**src/rtl/mapper_slot_ctrl_if.sv**
```systemverilog
// Z80 bus as seen by the slot/mapper controller: CPU strobes in, read data and bus claim out.
interface mapper_slot_ctrl_if;
    logic [15:0] addr;
    logic [7:0]  d_from_cpu;
    logic        wr_n;
    logic        rd_n;
    logic        iorq_n;
    logic        mreq_n;
    logic        m1_n;
    logic        rfrsh_n;
    logic [7:0]  d_to_cpu;
    logic        dataBusRQ;

    modport master (
        output addr, d_from_cpu, wr_n, rd_n, iorq_n, mreq_n, m1_n, rfrsh_n,
        input  d_to_cpu, dataBusRQ
    );

    modport slave (
        input  addr, d_from_cpu, wr_n, rd_n, iorq_n, mreq_n, m1_n, rfrsh_n,
        output d_to_cpu, dataBusRQ
    );
endinterface

```
**src/rtl/mapper_slot_ctrl.sv**
```systemverilog
// MSX primary/secondary slot selection (port A8h, FFFFh) plus memory mapper segment
// registers (ports FCh-FFh) with size-dependent masking of bank and readback.
module mapper_slot_ctrl #(
    parameter int          SEG_BITS = 8,
    parameter logic [3:0]  EXPANDED = 4'b1000,
    parameter logic [31:0] RST_SEG  = {8'd0, 8'd1, 8'd2, 8'd3}
) (
    input  logic                    clk21m,
    input  logic                    reset,
    mapper_slot_ctrl_if.slave       bus,
    input  logic [3:0]              ram_seg_log2,
    output logic [SEG_BITS-1:0]     ram_bank,
    output logic [1:0]              slot,
    output logic [1:0]              sub_slot,
    output logic [3:0]              SLTSL_n
);
    localparam logic [3:0] SEG_MAX = 4'(SEG_BITS);

    logic [1:0]          page;
    logic                ack;
    logic                req;
    logic                io_en, ppi_en, mpr_en, ssl_en;
    logic                ppi_we, mpr_we, ssl_we;
    logic [7:0]          psl;
    logic [7:0]          ssl [4];
    logic [SEG_BITS-1:0] seg [4];
    logic [3:0]          eff;
    logic [7:0]          mask;
    logic [7:0]          seg_ext;
    logic [7:0]          mpr_rd;

    assign page = bus.addr[15:14];

    // ack blocks req after the first clock of a bus cycle, so each write commits once
    assign req = (~bus.iorq_n | ~bus.mreq_n) & (~bus.wr_n | ~bus.rd_n) & ~ack;

    always_ff @(posedge clk21m) begin
        if (reset)
            ack <= 1'b0;
        else if (bus.iorq_n && bus.mreq_n)
            ack <= 1'b0;
        else if (req)
            ack <= 1'b1;
    end

    // interrupt-acknowledge cycles (m1_n low with iorq_n) are not port accesses
    assign io_en  = ~bus.iorq_n & bus.m1_n;
    assign ppi_en = io_en & (bus.addr[7:0] == 8'hA8);
    assign mpr_en = io_en & (bus.addr[7:2] == 6'b111111);
    assign ssl_en = ~bus.mreq_n & bus.rfrsh_n & (bus.addr == 16'hFFFF) & EXPANDED[psl[7:6]];

    assign ppi_we = ppi_en & ~bus.wr_n & req;
    assign mpr_we = mpr_en & ~bus.wr_n & req;
    assign ssl_we = ssl_en & ~bus.wr_n & req;

    always_ff @(posedge clk21m) begin
        if (reset)
            psl <= 8'h00;
        else if (ppi_we)
            psl <= bus.d_from_cpu;
    end

    // only expanded slots get a secondary slot register; the rest read as zero
    for (genvar k = 0; k < 4; k++) begin : g_ssl
        if (EXPANDED[k]) begin : g_reg
            logic [7:0] r;
            always_ff @(posedge clk21m) begin
                if (reset)
                    r <= 8'h00;
                else if (ssl_we && psl[7:6] == 2'(k))
                    r <= bus.d_from_cpu;
            end
            assign ssl[k] = r;
        end else begin : g_zero
            assign ssl[k] = 8'h00;
        end
    end

    always_ff @(posedge clk21m) begin
        if (reset) begin
            for (int p = 0; p < 4; p++)
                seg[p] <= RST_SEG[8*p +: SEG_BITS];
        end else if (mpr_we) begin
            seg[bus.addr[1:0]] <= bus.d_from_cpu[SEG_BITS-1:0];
        end
    end

    always_comb begin
        eff = ram_seg_log2;
        if (ram_seg_log2 < 4'd2)
            eff = 4'd2;
        else if (ram_seg_log2 > SEG_MAX)
            eff = SEG_MAX;
    end

    // mask is applied on the fly so a RAM size change needs no register rewrite
    assign mask     = 8'hFF << eff;
    assign ram_bank = seg[page] & ~mask[SEG_BITS-1:0];

    always_comb begin
        seg_ext = 8'h00;
        seg_ext[SEG_BITS-1:0] = seg[bus.addr[1:0]];
    end

    assign mpr_rd = (seg_ext & ~mask) | mask;

    assign slot     = psl[2*page +: 2];
    assign sub_slot = EXPANDED[slot] ? ssl[slot][2*page +: 2] : 2'b00;

    always_comb begin
        for (int k = 0; k < 4; k++)
            SLTSL_n[k] = ~((slot == 2'(k)) & ~bus.mreq_n & bus.rfrsh_n);
    end

    always_comb begin
        bus.d_to_cpu = 8'hFF;
        if (bus.rd_n)
            bus.d_to_cpu = 8'hFF;
        else if (mpr_en)
            bus.d_to_cpu = mpr_rd;
        else if (ppi_en)
            bus.d_to_cpu = psl;
        else if (ssl_en)
            bus.d_to_cpu = ~ssl[psl[7:6]];
    end

    assign bus.dataBusRQ = ~bus.rd_n & (mpr_en | ppi_en | ssl_en);
endmodule

```
**src/flat_wrapper.sv**
```systemverilog
// flat-port wrapper written by rule: the top's interface ports become plain ports
module mapper_slot_ctrl_flat 
#(
    parameter int          SEG_BITS = 8,
    parameter logic [3:0]  EXPANDED = 4'b1000,
    parameter logic [31:0] RST_SEG  = {8'd0, 8'd1, 8'd2, 8'd3}
)
  (clk21m, reset, ram_seg_log2, ram_bank, slot, sub_slot, SLTSL_n, bus_addr, bus_d_from_cpu, bus_wr_n, bus_rd_n, bus_iorq_n, bus_mreq_n, bus_m1_n, bus_rfrsh_n, bus_d_to_cpu, bus_dataBusRQ);
  mapper_slot_ctrl_if bus_i ();
  input  logic clk21m;
  input  logic reset;
  input  logic [3:0] ram_seg_log2;
  output logic [SEG_BITS-1:0] ram_bank;
  output logic [1:0] slot;
  output logic [1:0] sub_slot;
  output logic [3:0] SLTSL_n;
  input wire logic [$bits(bus_i.addr)-1:0] bus_addr;
  input wire logic [$bits(bus_i.d_from_cpu)-1:0] bus_d_from_cpu;
  input wire logic [$bits(bus_i.wr_n)-1:0] bus_wr_n;
  input wire logic [$bits(bus_i.rd_n)-1:0] bus_rd_n;
  input wire logic [$bits(bus_i.iorq_n)-1:0] bus_iorq_n;
  input wire logic [$bits(bus_i.mreq_n)-1:0] bus_mreq_n;
  input wire logic [$bits(bus_i.m1_n)-1:0] bus_m1_n;
  input wire logic [$bits(bus_i.rfrsh_n)-1:0] bus_rfrsh_n;
  output wire logic [$bits(bus_i.d_to_cpu)-1:0] bus_d_to_cpu;
  output wire logic [$bits(bus_i.dataBusRQ)-1:0] bus_dataBusRQ;
  assign bus_i.addr = bus_addr;
  assign bus_i.d_from_cpu = bus_d_from_cpu;
  assign bus_i.wr_n = bus_wr_n;
  assign bus_i.rd_n = bus_rd_n;
  assign bus_i.iorq_n = bus_iorq_n;
  assign bus_i.mreq_n = bus_mreq_n;
  assign bus_i.m1_n = bus_m1_n;
  assign bus_i.rfrsh_n = bus_rfrsh_n;
  assign bus_d_to_cpu = bus_i.d_to_cpu;
  assign bus_dataBusRQ = bus_i.dataBusRQ;
  mapper_slot_ctrl #(.SEG_BITS(SEG_BITS), .EXPANDED(EXPANDED), .RST_SEG(RST_SEG)) u_core (.clk21m(clk21m), .reset(reset), .bus(bus_i), .ram_seg_log2(ram_seg_log2), .ram_bank(ram_bank), .slot(slot), .sub_slot(sub_slot), .SLTSL_n(SLTSL_n));
endmodule
```
**config.mk**
```make
export PLATFORM = sky130hd
export DESIGN_NAME = mapper_slot_ctrl_flat
export DESIGN_NICKNAME = d
export VERILOG_FILES = /design/src/rtl/mapper_slot_ctrl_if.sv /design/src/rtl/mapper_slot_ctrl.sv /design/src/flat_wrapper.sv
export SDC_FILE = /design/constraint.sdc
export NUM_CORES = 1
export LEC_CHECK = 0
export CAP_MARGIN = 20
export CORE_MARGIN = 2
export CORE_UTILIZATION = 55
export CTS_CLUSTER_SIZE = 10
export DETAILED_ROUTE_END_ITERATION = 10
export GPL_TIMING_DRIVEN = 0
export PLACE_DENSITY = 0.82
export SLEW_MARGIN = 0
export SYNTH_ARGS = -nofsm -noshare
export SYNTH_HDL_FRONTEND = slang
export SYNTH_SLANG_ARGS = --single-unit
```
**constraint.sdc**
```tcl
create_clock -name clk21m -period 3 [get_ports clk21m]
set_input_delay 0.6 -clock clk21m [delete_from_list [all_inputs] [get_ports clk21m]]
set_output_delay 0.6 -clock clk21m [all_outputs]
set_load 0.02 [all_outputs]
```
# Word level (Yosys, flattened, before mapping)
# Memory sizes are Yosys's and may differ from the RTL's.
# Cells that the tools add are included.
# W data, S select, Z words.
# classes
n_eq_ne	7
n_reduce_logical	5
bitwise	43
order_cmp	6
shifts	3
mux	25
# ops
op	n
$mux W8	9
$bmux W8 S2	2
$and A1 B1 Y1	23
$and A8 B8 Y8	2
$eq A16 B16 Y1 const B	1
$not A8 Y8	2
$shiftx A8 B4 Y2	2
$not A1 Y1	9
$eq A8 B8 Y1 const B	1
$mux W1	8
$mux W4	2
$or A8 B8 Y8	1
$reduce_or A8 Y1	1
$shl A8 B4 Y8 const A	1
$eq A2 B2 Y1 const B	3
$eq A6 B6 Y1 const B	1
$ge A3 B3 Y1 const B	2
$lt A2 B3 Y1 const B	2
$not A2 Y3	2
$bmux W1 S2	2
$gt A4 B4 Y1 const B	1
$lt A4 B2 Y1 const B	1
$mux W2	2
$or A1 B1 Y1	4
other kinds (4)	5
# word_totals
mem_count	1
in_bits	36
ff_bits	17
elab_cells	93
out_inout_bits	25
ram_bits	32
# memory_table
name	depth	word_bits	read_ports	rd_ports_with_merged_regs	wr	line	text
u_core.seg	4	8	2	0	4	mapper_slot_ctrl.sv:26	logic [SEG_BITS-1:0] seg [4];

# Depth between registers and ports, before layout
# depth
ltp_word	10
mapped_depth	6
mapped_depth_nobuf	4

# Least setup slack after synthesis
# OpenSTA, ideal clock, no wires.
# synth_timing
path_type	input-to-output
startpoint	input port bus_addr[1]
endpoint	output port bus_d_to_cpu[0]
required_time_ns	2.400
setup_slack_ns	0.528
arrival_time_ns	1.872
cell_stages	4
n_path_buf	0
cell_sequence	nor4b_4 > nand3_2 > and4_1 > o21ai_0
# synth_via
elab_chain_len	7
elab_cells_between_ends	12
classes_between	eq/ne: 2; mux: 4; bitwise: 5; memory: 1
# synth_rtl
element	line	text
start, declared	flat_wrapper.sv:17	input wire logic [$bits(bus_i.addr)-1:0] bus_addr;
$eq A16 B16 Y1	mapper_slot_ctrl.sv:50	assign ssl_en = ~bus.mreq_n & bus.rfrsh_n & (bus.addr == 16'hFFFF) & EXPANDED[psl[7:6]];
$and A1 B1 Y1 (2 in a row)	mapper_slot_ctrl.sv:50	
$mux W8	mapper_slot_ctrl.sv:123	else if (ssl_en)
$mux W8	mapper_slot_ctrl.sv:121	else if (ppi_en)
$mux W8 (*)	mapper_slot_ctrl.sv:119	else if (mpr_en)
$mux W8 (*)	mapper_slot_ctrl.sv:117	if (bus.rd_n)
end, declared	flat_wrapper.sv:25	output wire logic [$bits(bus_i.d_to_cpu)-1:0] bus_d_to_cpu;
# Mark *: on every way between the ends. The rest lies on a longest branch, timed or not.

# Worst setup path in the final report
# layout_timing
startpoint	input port bus_addr[7]
endpoint	output port bus_dataBusRQ
# layout_via
elab_chain_len	5
elab_cells_between_ends	10
classes_between	eq/ne: 3; bitwise: 7
# layout_rtl
element	line	text
$eq A16 B16 Y1, or another cell as far along	mapper_slot_ctrl.sv:50	
$and A1 B1 Y1 (on tied branches)	mapper_slot_ctrl.sv:50, mapper_slot_ctrl.sv:48, mapper_slot_ctrl.sv:49	
$and A1 B1 Y1 or $or A1 B1 Y1 (tied branches)	mapper_slot_ctrl.sv:50, mapper_slot_ctrl.sv:127	
$or A1 B1 Y1 (*)	mapper_slot_ctrl.sv:127	assign bus.dataBusRQ = ~bus.rd_n & (mpr_en | ppi_en | ssl_en);
$and A1 B1 Y1 (*)	mapper_slot_ctrl.sv:127	
end, declared	flat_wrapper.sv:26	output wire logic [$bits(bus_i.dataBusRQ)-1:0] bus_dataBusRQ;
# Marked as above.

==> flow_metrics.py <==
metrics = {
    "routing": {
        "final_antenna_net_count": 0,
        "wl_per_cell_um": 21.4,
        "dr_total_vias": 2596,
        "wl_mm": 8.49,
        "dr.pass1.iters": 5,
        "drtIter0Drc": 318,
        "viasPerCell": 6.56,
        "drc": 0,
    },
    "finish": {
        "nFillCells": 368,
        "seqCellArea_mm2": 0.00130,
        "post-route-util_pct": 75.8,
        "fin_area_mm2": 0.00390,
        "drive_above_1_share_pct": 23.9,
        "diodes": 0,
        "mostFrequentLayoutCells": "clkdlybuf4s50_1, edfxtp_1, and2_1",
        "multi_input_area_mm2": 0.00165,
        "num-nets-final": 361,
        "syn2layout_area_growth_pct": 32.3,
        "final_common_cell": "clkdlybuf4s50_1",
        "final_cell_count_no_fill": 396,
    },
    "setup_path": {
        "cp_top_family": "buffers and inverters",
        "max_stage_delay_ns": 0.53,
        "end_kind": "output pin",
        "path_class": "in2out",
        "slowest_stage": "clkdlybuf4s50_1",
        "worstPathBufferInverterCount": 3,
        "required_ns": 2.40,
        "startpoint_type": "input pin",
        "path_cells": "clkdlybuf4s50_1 > nand3_4 > or3_4 > clkbuf_4 > a31oi_1 > buf_2",
        "path_max_fanout": 10,
        "arrival_ns": 2.38,
    },
    "timing": {
        "whs_ns": 0.510,
        "period_needed_ns": 2.98,
        "setup_viol": 0,
        "fmax_ghz": 0.336,
        "drv_slew": 0,
        "layout_worst_path_cycle_share_pct": 99.2,
        "fin_worst_skew_ns": 0.00371,
        "max_slew_margin_pct": 59.9,
        "worstMarginPinSlew_ns": 0.599,
        "finalSetupTns_ns": 0,
        "hold_viol": 0,
        "rsz0062_at_grt": "false",
    },
    "run": {
        "drv_cap": 0,
    },
    "hold_path": {
        "hold_class": "reg2reg",
    },
    "floorplan": {
        "rows": 26,
        "die_h_um": 77.2,
        "initial_core_util_pct": 57.3,
        "die_area_mm2": 0.00596,
        "ios": 61,
        "die_width_um": 77.2,
        "core_area_mm2": 0.00514,
    },
    "pwr": {
        "p_leak_nw": 1.58,
        "max-vdd-ir-drop_mv": 0.297,
        "cellPowerDensity_mw_per_mm2": 361,
    },
    "global_route": {
        "grt_pass1_wl_mm": 13.2,
        "track_usage_pct": 28.9,
        "grtUsageMet2_pct": 45.9,
        "grt_pass1_vias": 2438,
        "grt_max_degree": 17,
        "met3_usage_pct": 4.59,
        "met1_usage_pct": 40.9,
        "globalRouteOverflowTotal": 0,
        "busiest_layer": "met2",
        "antenna_found_initial": 0,
    },
    "synthesis": {
        "synthFlopType": "edfxtp_1",
        "muxShareOfSynthArea_pct": 19.0,
        "avgSynthCellArea_um2": 12.0,
        "ys_async_sr_fraction_pct": 0,
        "synthAdderAreaFrac_pct": 0,
        "synth_cells": 246,
        "yosysUniqueCellTypes": 44,
        "synth_edf_count": 32,
        "synth_seq_area_share_pct": 44.2,
        "synth_xor_area_share_pct": 0,
        "synth_compound_area_share_pct": 8.83,
        "yosysWarnings": 0,
        "synth_top_family_by_area": "simple AND/OR/NAND/NOR gates",
        "synth_nets": 282,
        "synth_simple_gate_area_share_pct": 24.6,
        "synth_seq_cells": 49,
        "synth_area_mm2": 0.00295,
    },
    "placement": {
        "hpwlAfterDp_mm": 5.77,
        "place_inst": 376,
        "dpl_cell_area_mm2": 0.00363,
        "place.gp.congestion": 0.892,
        "io_buffers": 60,
    },
    "run_status": {
        "outcome": "completed",
    },
    "cts": {
        "numCtsBuffers": 5,
        "cts_sinks": 49,
        "clk_pin_slew_worst_paths_ns": 0.09,
        "htreeDepth": 2,
        "root_buffer": "clkbuf_8",
        "cts_tree": "yes",
        "clk_latency_ns": 0.30,
        "clock_path_buffers": 2,
    },
}
-- layout make-up --
| cell class | count | area share, % |
|---|---|---|
| multi-input cells | 184 | 42.3 |
| flip-flops and latches | 49 | 33.4 |
| repair buffers | 70 | 16.0 |
| plain buffers | 14 | 3.11 |
| well taps | 70 | 2.25 |
| clock buffers | 5 | 1.77 |
| clock inverters | 3 | 1.12 |
| inverters | 1 | 0.0963 |
-- final timing paths --
kind,startpoint,end,slack (ns),cells past startpoint
setup reg to reg,u_core.ack,u_core.seg[1][0],0.71,5
hold / removal,u_core.g_ssl[3].g_reg.r[5],u_core.g_ssl[3].g_reg.r[5],0.51,2
hold reg to reg,u_core.g_ssl[3].g_reg.r[5],u_core.g_ssl[3].g_reg.r[5],0.51,2
setup / recovery,bus_addr[7],bus_dataBusRQ,0.02,6
-- registers in the layout, indices dropped and copies added (netlist names) --
| signal | cells |
|---|---|
| u_core.seg | 32 |
| u_core.g_ssl.g_reg.r | 8 |
| u_core.psl | 8 |
| u_core.ack | 1 |
-- where the power goes --
group | internal, W | switching (W)
combinational | 0.000101 | 0.000103
clock | 0.000249 | 0.000220
sequential | 0.000727 | 0.00000666
total | 0.00108 | 0.000330
-- cells in the mapped netlist (2+ instances only) --
cell      instances  area share (%)
o21ai_1           9             1.5
or3_1             4            0.85
edfxtp_1         32              33
a211oi_1          2            0.51
nor3_2            3             1.0
o21ai_0          11             1.9
buf_4             2            0.51
nand4b_1          2            0.59
or2_2             3            0.64
buf_2             6             1.0
nor2b_1           6             1.3
and3b_1           2            0.59
mux4_1            8             7.1
nand3_1           2            0.34
mux2i_1           8             2.7
nand2_1           4            0.51
a21oi_1          11             1.9
mux4_2           12             9.2
and4_1            8             2.4
nand4_1          10             2.1
nand2b_1          6             1.3
nor3_1            2            0.34
o211ai_1          2            0.51
buf_6             3             1.1
o221ai_1          4             1.2
a31oi_1           2            0.42
nor2_1           17             2.2
and3_1            9             1.9
dfxtp_1          17              12
and2_1           25             5.3
-- cell families after synthesis --
logic type | count (synthesis)
simple gates | 110
flops | 49
mux | 28
compound gates | 44
buf+inv | 15
-- through the flow --
| step | setup slack, ns | power (W) |
|---|---|---|
| after global routing | 0.0123 | 0.00145 |
| after floorplan | 0.528 | 0.000837 |
| final | 0.0245 | 0.00141 |
| after detailed placement | -0.803 | 0.000940 |
| after global placement | -0.753 | 0.000936 |
| after CTS | -0.00786 | 0.00141 |
-- layer usage --
metal / wire, um / vias to the layer above
li1: - / 1137
met1: 3420 / 1278
met2: 4120 / 157
met3: 709 / 24
met4: 247 / 0
met5: 0 / -
-- worst register-to-register path, delay by kind of cell, from the launching register on --
kind          cells  cell delay, ns
flops             1            0.34
simple gates      4            1.44
buf+inv           1            0.21
-- repair_timing --
item / in CTS / in global routing
endpoints found under the setup margin: 23 / 15
buffers inserted: 5 / 4
resized for setup: 78 / 13
hold buffers: 0 / 0
cloned: 3 / 0
pin swaps: 6 / 3
No activity file was read; power rests on OpenSTA's default activity.
